[src/rtl/cacheline_mem_arbiter.sv]
// Two-client cacheline arbiter: I-cache (read) and D-cache (read/write) share one pmem port.
// Optional MEM_ARB_RR_EN selects round-robin on conflict; default is fixed D-over-I priority.
`timescale 1ns/1ps
module cacheline_mem_arbiter #(
  parameter int ADDR_W = 32,
  parameter int LINE_W = 256
) (
  input  logic              clk,
  input  logic              rst,
  input  logic [ADDR_W-1:0] i_addr,
  input  logic              i_read,
  output logic [LINE_W-1:0] i_rdata,
  output logic              i_resp,
  input  logic [ADDR_W-1:0] d_addr,
  input  logic              d_read,
  input  logic              d_write,
  input  logic [LINE_W-1:0] d_wdata,
  output logic [LINE_W-1:0] d_rdata,
  output logic              d_resp,
  output logic [ADDR_W-1:0] pmem_addr,
  output logic              pmem_read,
  output logic              pmem_write,
  output logic [LINE_W-1:0] pmem_wdata,
  input  logic [LINE_W-1:0] pmem_rdata,
  input  logic              pmem_resp
);

  typedef enum logic [1:0] {IDLE, SERVE_I, SERVE_D, DONE} state_e;

  state_e            state_q, state_d;
  logic [ADDR_W-1:0] addr_q, addr_d;
  logic              rd_q, rd_d;
  logic              wr_q, wr_d;
  logic [LINE_W-1:0] wdata_q, wdata_d;

  logic i_req, d_req, any_req, grant_d;

  assign i_req   = i_read;
  assign d_req   = d_read | d_write;
  assign any_req = i_req | d_req;

`ifdef MEM_ARB_RR_EN
  // last_d_q: 1 when the most recent grant went to the D-cache
  logic last_d_q;
  assign grant_d = d_req && (!i_req || !last_d_q);

  always_ff @(posedge clk or negedge rst) begin
    if (!rst)                            last_d_q <= 1'b0;
    else if (state_q == IDLE && any_req) last_d_q <= grant_d;
  end
`else
  assign grant_d = d_req;
`endif

  // State register and pmem request registers
  always_ff @(posedge clk or negedge rst) begin
    if (!rst) begin
      state_q <= IDLE;
      addr_q  <= '0;
      rd_q    <= 1'b0;
      wr_q    <= 1'b0;
      wdata_q <= '0;
    end else begin
      state_q <= state_d;
      addr_q  <= addr_d;
      rd_q    <= rd_d;
      wr_q    <= wr_d;
      wdata_q <= wdata_d;
    end
  end

  // Next-state logic
  always_comb begin
    state_d = state_q;
    unique case (state_q)
      IDLE:    if (any_req) state_d = grant_d ? SERVE_D : SERVE_I;
      SERVE_I,
      SERVE_D: if (pmem_resp) state_d = DONE;
      DONE:    state_d = IDLE;
      default: state_d = IDLE;
    endcase
  end

  // pmem request capture: latched once at grant, held until pmem_resp
  always_comb begin
    addr_d  = addr_q;
    rd_d    = rd_q;
    wr_d    = wr_q;
    wdata_d = wdata_q;
    if (state_q == IDLE && any_req) begin
      if (grant_d) begin
        // read+write together is illegal; the write wins
        addr_d  = d_addr;
        wr_d    = d_write;
        rd_d    = !d_write;
        wdata_d = d_write ? d_wdata : '0;
      end else begin
        addr_d  = i_addr;
        rd_d    = 1'b1;
        wr_d    = 1'b0;
        wdata_d = '0;
      end
    end else if ((state_q == SERVE_I || state_q == SERVE_D) && pmem_resp) begin
      rd_d = 1'b0;
      wr_d = 1'b0;
    end
  end

  // Output logic: response and data routed only to the current owner
  always_comb begin
    i_resp  = (state_q == SERVE_I) && pmem_resp;
    d_resp  = (state_q == SERVE_D) && pmem_resp;
    i_rdata = (state_q == SERVE_I) ? pmem_rdata : '0;
    d_rdata = (state_q == SERVE_D) ? pmem_rdata : '0;
  end

  assign pmem_addr  = addr_q;
  assign pmem_read  = rd_q;
  assign pmem_write = wr_q;
  assign pmem_wdata = wdata_q;

  a_no_rd_wr: assert property (@(posedge clk) disable iff (!rst) !(d_read && d_write));

endmodule

[config.mk]
export PLATFORM = sky130hd
export DESIGN_NAME = cacheline_mem_arbiter
export DESIGN_NICKNAME = d
export VERILOG_FILES = /design/src/rtl/cacheline_mem_arbiter.sv
export SDC_FILE = /design/constraint.sdc
export NUM_CORES = 1
export LEC_CHECK = 0
export BUFFER_PORTS_ARGS = -buffer_cell sky130_fd_sc_hd__buf_4
export CAP_MARGIN = 30
export CORE_AREA = 2 2 534 536
export DETAILED_ROUTE_END_ITERATION = 8
export DIE_AREA = 0 0 536 538
export PLACE_DENSITY_LB_ADDON = 0.1
export RECOVER_POWER = 100
export SYNTH_ARGS = -nofsm -noshare
export SYNTH_HDL_FRONTEND = slang
export SYNTH_SLANG_ARGS = --single-unit
[constraint.sdc]
create_clock -name clk -period 1.96 [get_ports clk]
set_input_delay 0.196 -clock clk [delete_from_list [all_inputs] [get_ports clk]]
set_output_delay 0.196 -clock clk [all_outputs]
set_load 0.02 [all_outputs]
; After elaboration in Yosys (flattened, before gate mapping)
; Index checks and enable logic that the tools add are counted.
; Widths: inputs -> output; s select.
[totals]
ff_bits = 292
in_bits = 582
output_inout_bits = 804
elab_cells = 36
[op_classes]
n_eq_ne = 5
mux = 14
bitwise_logic = 2
reduce_logical = 10
[op_table]
columns = op, count
row1 = $mux 256, 4
row2 = $mux 32, 1
row3 = $mux 2, 3
row4 = $pmux 2 s3, 1
row5 = $mux 1, 5
row6 = $eq 2x2->1 const B, 2
row7 = $logic_and 1x1->1, 4
row8 = $ne 2x2->1 const B, 2
row9 = $eq 2x1->1 const B, 1
row10 = $logic_not 2->1, 1
row11 = $or 1x1->1, 2
row12 = $reduce_and 2->1, 1
row13 = $reduce_bool 2->1, 1
row14 = $reduce_or 2->1, 1
row15 = $logic_not 1->1, 1
row16 = $logic_or 1x1->1, 1

; Logic depth before layout (Yosys ltp)
[logic_depth]
ltp_word = 5
ltp_mapped = 8
ltp_nobuf = 5

; Least setup slack after synthesis
; OpenSTA, ideal clock, no wires.
[synth_path]
path_kind = register to output
from = register state_q[0]
to = output port d_rdata[100]
arrival_ns = 1.401
required_time_ns = 1.764
setup_slack_ns = 0.363
path_stages_with_launch = 6
n_path_buf = 2
path_cell_list = dfrtp_1 > inv_1 > ha_1 > clkbuf_1 > clkbuf_1 > and2_1
[synth_between]
elab_chain_cells = 2
[synth_rtl]
columns = item, line
row1 = start: declaration, 30  ; state_e state_q, state_d;
row2 = start signal: assignment, 64  ; state_q <= state_d;
row3 = $eq 2x2->1, 114  ; d_rdata = (state_q == SERVE_D) ? pmem_rdata : '0;
row4 = $mux 256, 114
row5 = end: declaration, 18  ; output logic [LINE_W-1:0] d_rdata,
; Every way passes these cells.

; Worst setup path in the final report
[layout_path]
from = register state_q[1]
to = output port d_rdata[164]
; The elaborated chain is that of the path after synthesis.

==> results.toml <==
[synthesis]
synthMuxAreaShare = 0.0232
synth-simple-area-share = 0.434
ys_ff_latch = 292
synth.most_common_cell = "nand2_1"
yosys.area.top_type_share = 0.481
synth_top_family_by_area = "simple AND/OR/NAND/NOR gates"
synth_warnings = 0
synth_nets = 2430
netlist_instances = 1844
synth_compound_area_frac = 0.0129
synth_xor_area_frac = 0
ys_async_sr_fraction = 1.00
synth_top_cell_by_area = "dfrtp_1"
synth_common_cells = "nand2_1, and2_1, dfrtp_1, nand3_1, clkbuf_1"
synthAdderAreaFrac = 0.00330
seq_area_frac_synth = 0.481
syn-cell-area_um2 = 15200
synth_ff_type = "dfrtp_1"
avgSynthCellArea_um2 = 8.23
synth_edf_count = 0
synthTopCellsByArea = "dfrtp_1, and2_1, nand2_1, nand3_1, clkbuf_1"
ys_types = 20

[timing]
final.min_clock_period_ps = 2400
period_share = 1.23
rsz0062_at_grt = "yes"
worst_slack_ps = -442
hold_viol_final = 0
drv_slew = 0
fmax_ghz = 0.416
fin_skew_ps = 28.2
setup_viol = 732
relSlewSlack = 0.176
setup_tns_ps = -190690
tightest_slew_ps = 1240

[min_path]
whs_endpoint = "state_q[0]$_DFFE_PN0P_"
hold_path_depth = 4
hp-class = "input port to flip-flop"
min-delay-start = "pmem_resp"

[grt]
grt_pass1_vias = 21487
antenna_found_initial = 180
grt_pass1_wl_mm = 275
grtUsageMet1 = 0.142
grt_overflow_total = 0
grtUsageMet2 = 0.275
top_usage_layer = "met2"
grt_util_met3 = 0.0767
grt_usage = 0.151
grt_max_degree = 73

[finish]
layout.cells.non_filler = 7475
drive_gt1_frac = 0.444
nNetsFinal = 4207
area_delta_synth_final_pct = 152
fin_util = 0.135

[run_status]
status = "finished with violations"
violations = "setup timing"

[cts]
clk_latency_ps = 680
cts-root-buf = "clkbuf_16"
clkTransAtPathRegs_ps = 50
clk_path_buf_depth = 3
numCtsBuffers = 49
cts_max_level = 2
cts_tree = "done"
cts.sinks = 292

[detailed_routing]
ant_nets = 0
dr.pass1.iters = 5
drtIter0Drc = 960
routed_wl_mm = 230
route.detailed.drc = 0
vias_per_cell = 2.82
wl_per_cell_um = 30.8
vias = 21106

[critical_path]
required_ps = 1760
crit_path_end_kind = "output pin"
worst_r2r_endpoint = "pmem_wdata[43]$_DFFE_PN0P_"
cp-start-kind = "flip-flop"
rr_startpoint = "state_q[0]$_DFFE_PN0P_"
crit_fanout = 7
worst-r2r-cell-count = 8
worst_ep_arrival_time_ps = 2210
critPathKind = "flip-flop to output pin"
r2r_slack_ps = -200

[placement]
place.gp.congestion = 0.823
numPortBuffers = 1385
place_inst = 6941
dp_hpwl_mm = 194

[floorplan]
core_area_um2 = 283000
io_pins = 1386
start_util = 0.0536
dieHeight_um = 538
rows = 196
die_w_um = 536
die-area_um2 = 288000

[power_and_ir_drop]
peakVddDrop_mv = 0.612
p_leak_nw = 17.8
power_density_nw_per_um2 = 1480

[run]
drv_cap = 0
## power by group
group	switching, mW	total, mW	leakage, nW	internal (mW)
combinational	22.2	37.4	13.2	15.2
clock	3.84	9.32	0.809	5.48
sequential	1.25	9.64	3.77	8.40
total	27.3	56.4	17.8	29.1
## through the flow
step | setup WS [ps] | total power [mW] | instance area, um2 | hold slack (ps)
5_1_grt | -509 | 59.6 | 38200 | 40.5
6_report | -442 | 56.4 | 38200 | 57.3
3_3_place_gp | 91.2 | 41.4 | 30900 | 182
4_1_cts | -499 | 57.2 | 38000 | 1.17
2_1_floorplan | 363 | 23.1 | 15200 | -99.6
3_5_place_dp | 65.8 | 41.2 | 30900 | 175
## critical path, stage by stage (launching register included)
cell and delay, ps:
dfrtp_1 400, buf_6 130, ha_4 210, buf_4 160, buf_12 140, clkbuf_16 190
and2_1 140, buf_4 150
## final cells by class
type | instances | area [um2]
multi-input combinational | 1398 | 7850
inverter | 2 | 7.51
fill | 32827 | 245000
clock inverter | 18 | 224
sequential | 292 | 7310
timing repair buffer | 1878 | 16500
clock buffer | 73 | 1440
antenna | 52 | 130
tap | 3762 | 4710
## worst max path at each step
| stage | from | endpoint | slack [ps] | cells past startpoint |
|---|---|---|---|---|
| 3_3_place_gp | state_q[1]$_DFFE_PN0P_ | i_rdata[167] | 90 | 6 |
| 5_1_grt | state_q[1]$_DFFE_PN0P_ | d_rdata[80] | -510 | 7 |
| 3_5_place_dp | state_q[1]$_DFFE_PN0P_ | i_rdata[167] | 70 | 6 |
| 2_1_floorplan | state_q[0]$_DFFE_PN0P_ | d_rdata[100] | 360 | 5 |
| 6_report | state_q[1]$_DFFE_PN0P_ | d_rdata[164] | -440 | 7 |
| 4_1_cts | state_q[1]$_DFFE_PN0P_ | d_rdata[35] | -500 | 7 |
## routing by layer
metal / routed length, um / vias to the layer above
li1: - / 9446
met1: 75000 / 10056
met2: 118000 / 1158
met3: 26700 / 380
met4: 10400 / 66
met5: 410 / -
## cells in the final DEF, fill, tap and decap left out, types with 3 or more instances in the layout
| master | instances |
|---|---|
| buf_4 | 863 |
| nand2_1 | 547 |
| dlygate4sd3_1 | 321 |
| dfrtp_1 | 292 |
| clkbuf_1 | 287 |
| buf_6 | 265 |
| nand3_1 | 258 |
| and2_1 | 257 |
| and2_4 | 257 |
| clkbuf_16 | 67 |
| diode_2 | 52 |
| buf_8 | 40 |
| buf_12 | 40 |
| mux2i_1 | 34 |
| o21ai_0 | 33 |
| buf_16 | 31 |
| clkbuf_2 | 22 |
| clkbuf_8 | 12 |
| clkinv_2 | 7 |
| bufinv_16 | 3 |
| clkinvlp_4 | 3 |
## logic make-up (layout without fill, tap and decap cells)
| logic type | Yosys count | after routing |
|---|---|---|
| muxes | 35 | 35 |
| AOI/OAI and AO/OA | 36 | 36 |
| adders and majority gates | 4 | 4 |
| buffers and inverters | 154 | 1971 |
| other | 0 | 52 |
| DFF | 292 | 292 |
| and+or+nand+nor | 1323 | 1323 |
## registers in the layout, summed over array words and instances, names as in the netlist
register / count
state_q: 2
pmem_wdata: 256
pmem_read: 1
pmem_write: 1
pmem_addr: 32
## what timing repair did
action                     4_1_cts  5_1_grt
gates cloned                    26       20
setup endpoints to repair      514      522
setup buffers                   22       11
pin swaps                        8        4
hold buffers                   321        0
hold endpoints to repair       581        0
gates resized for setup        409      260
(Power assumes the default switching activity.)
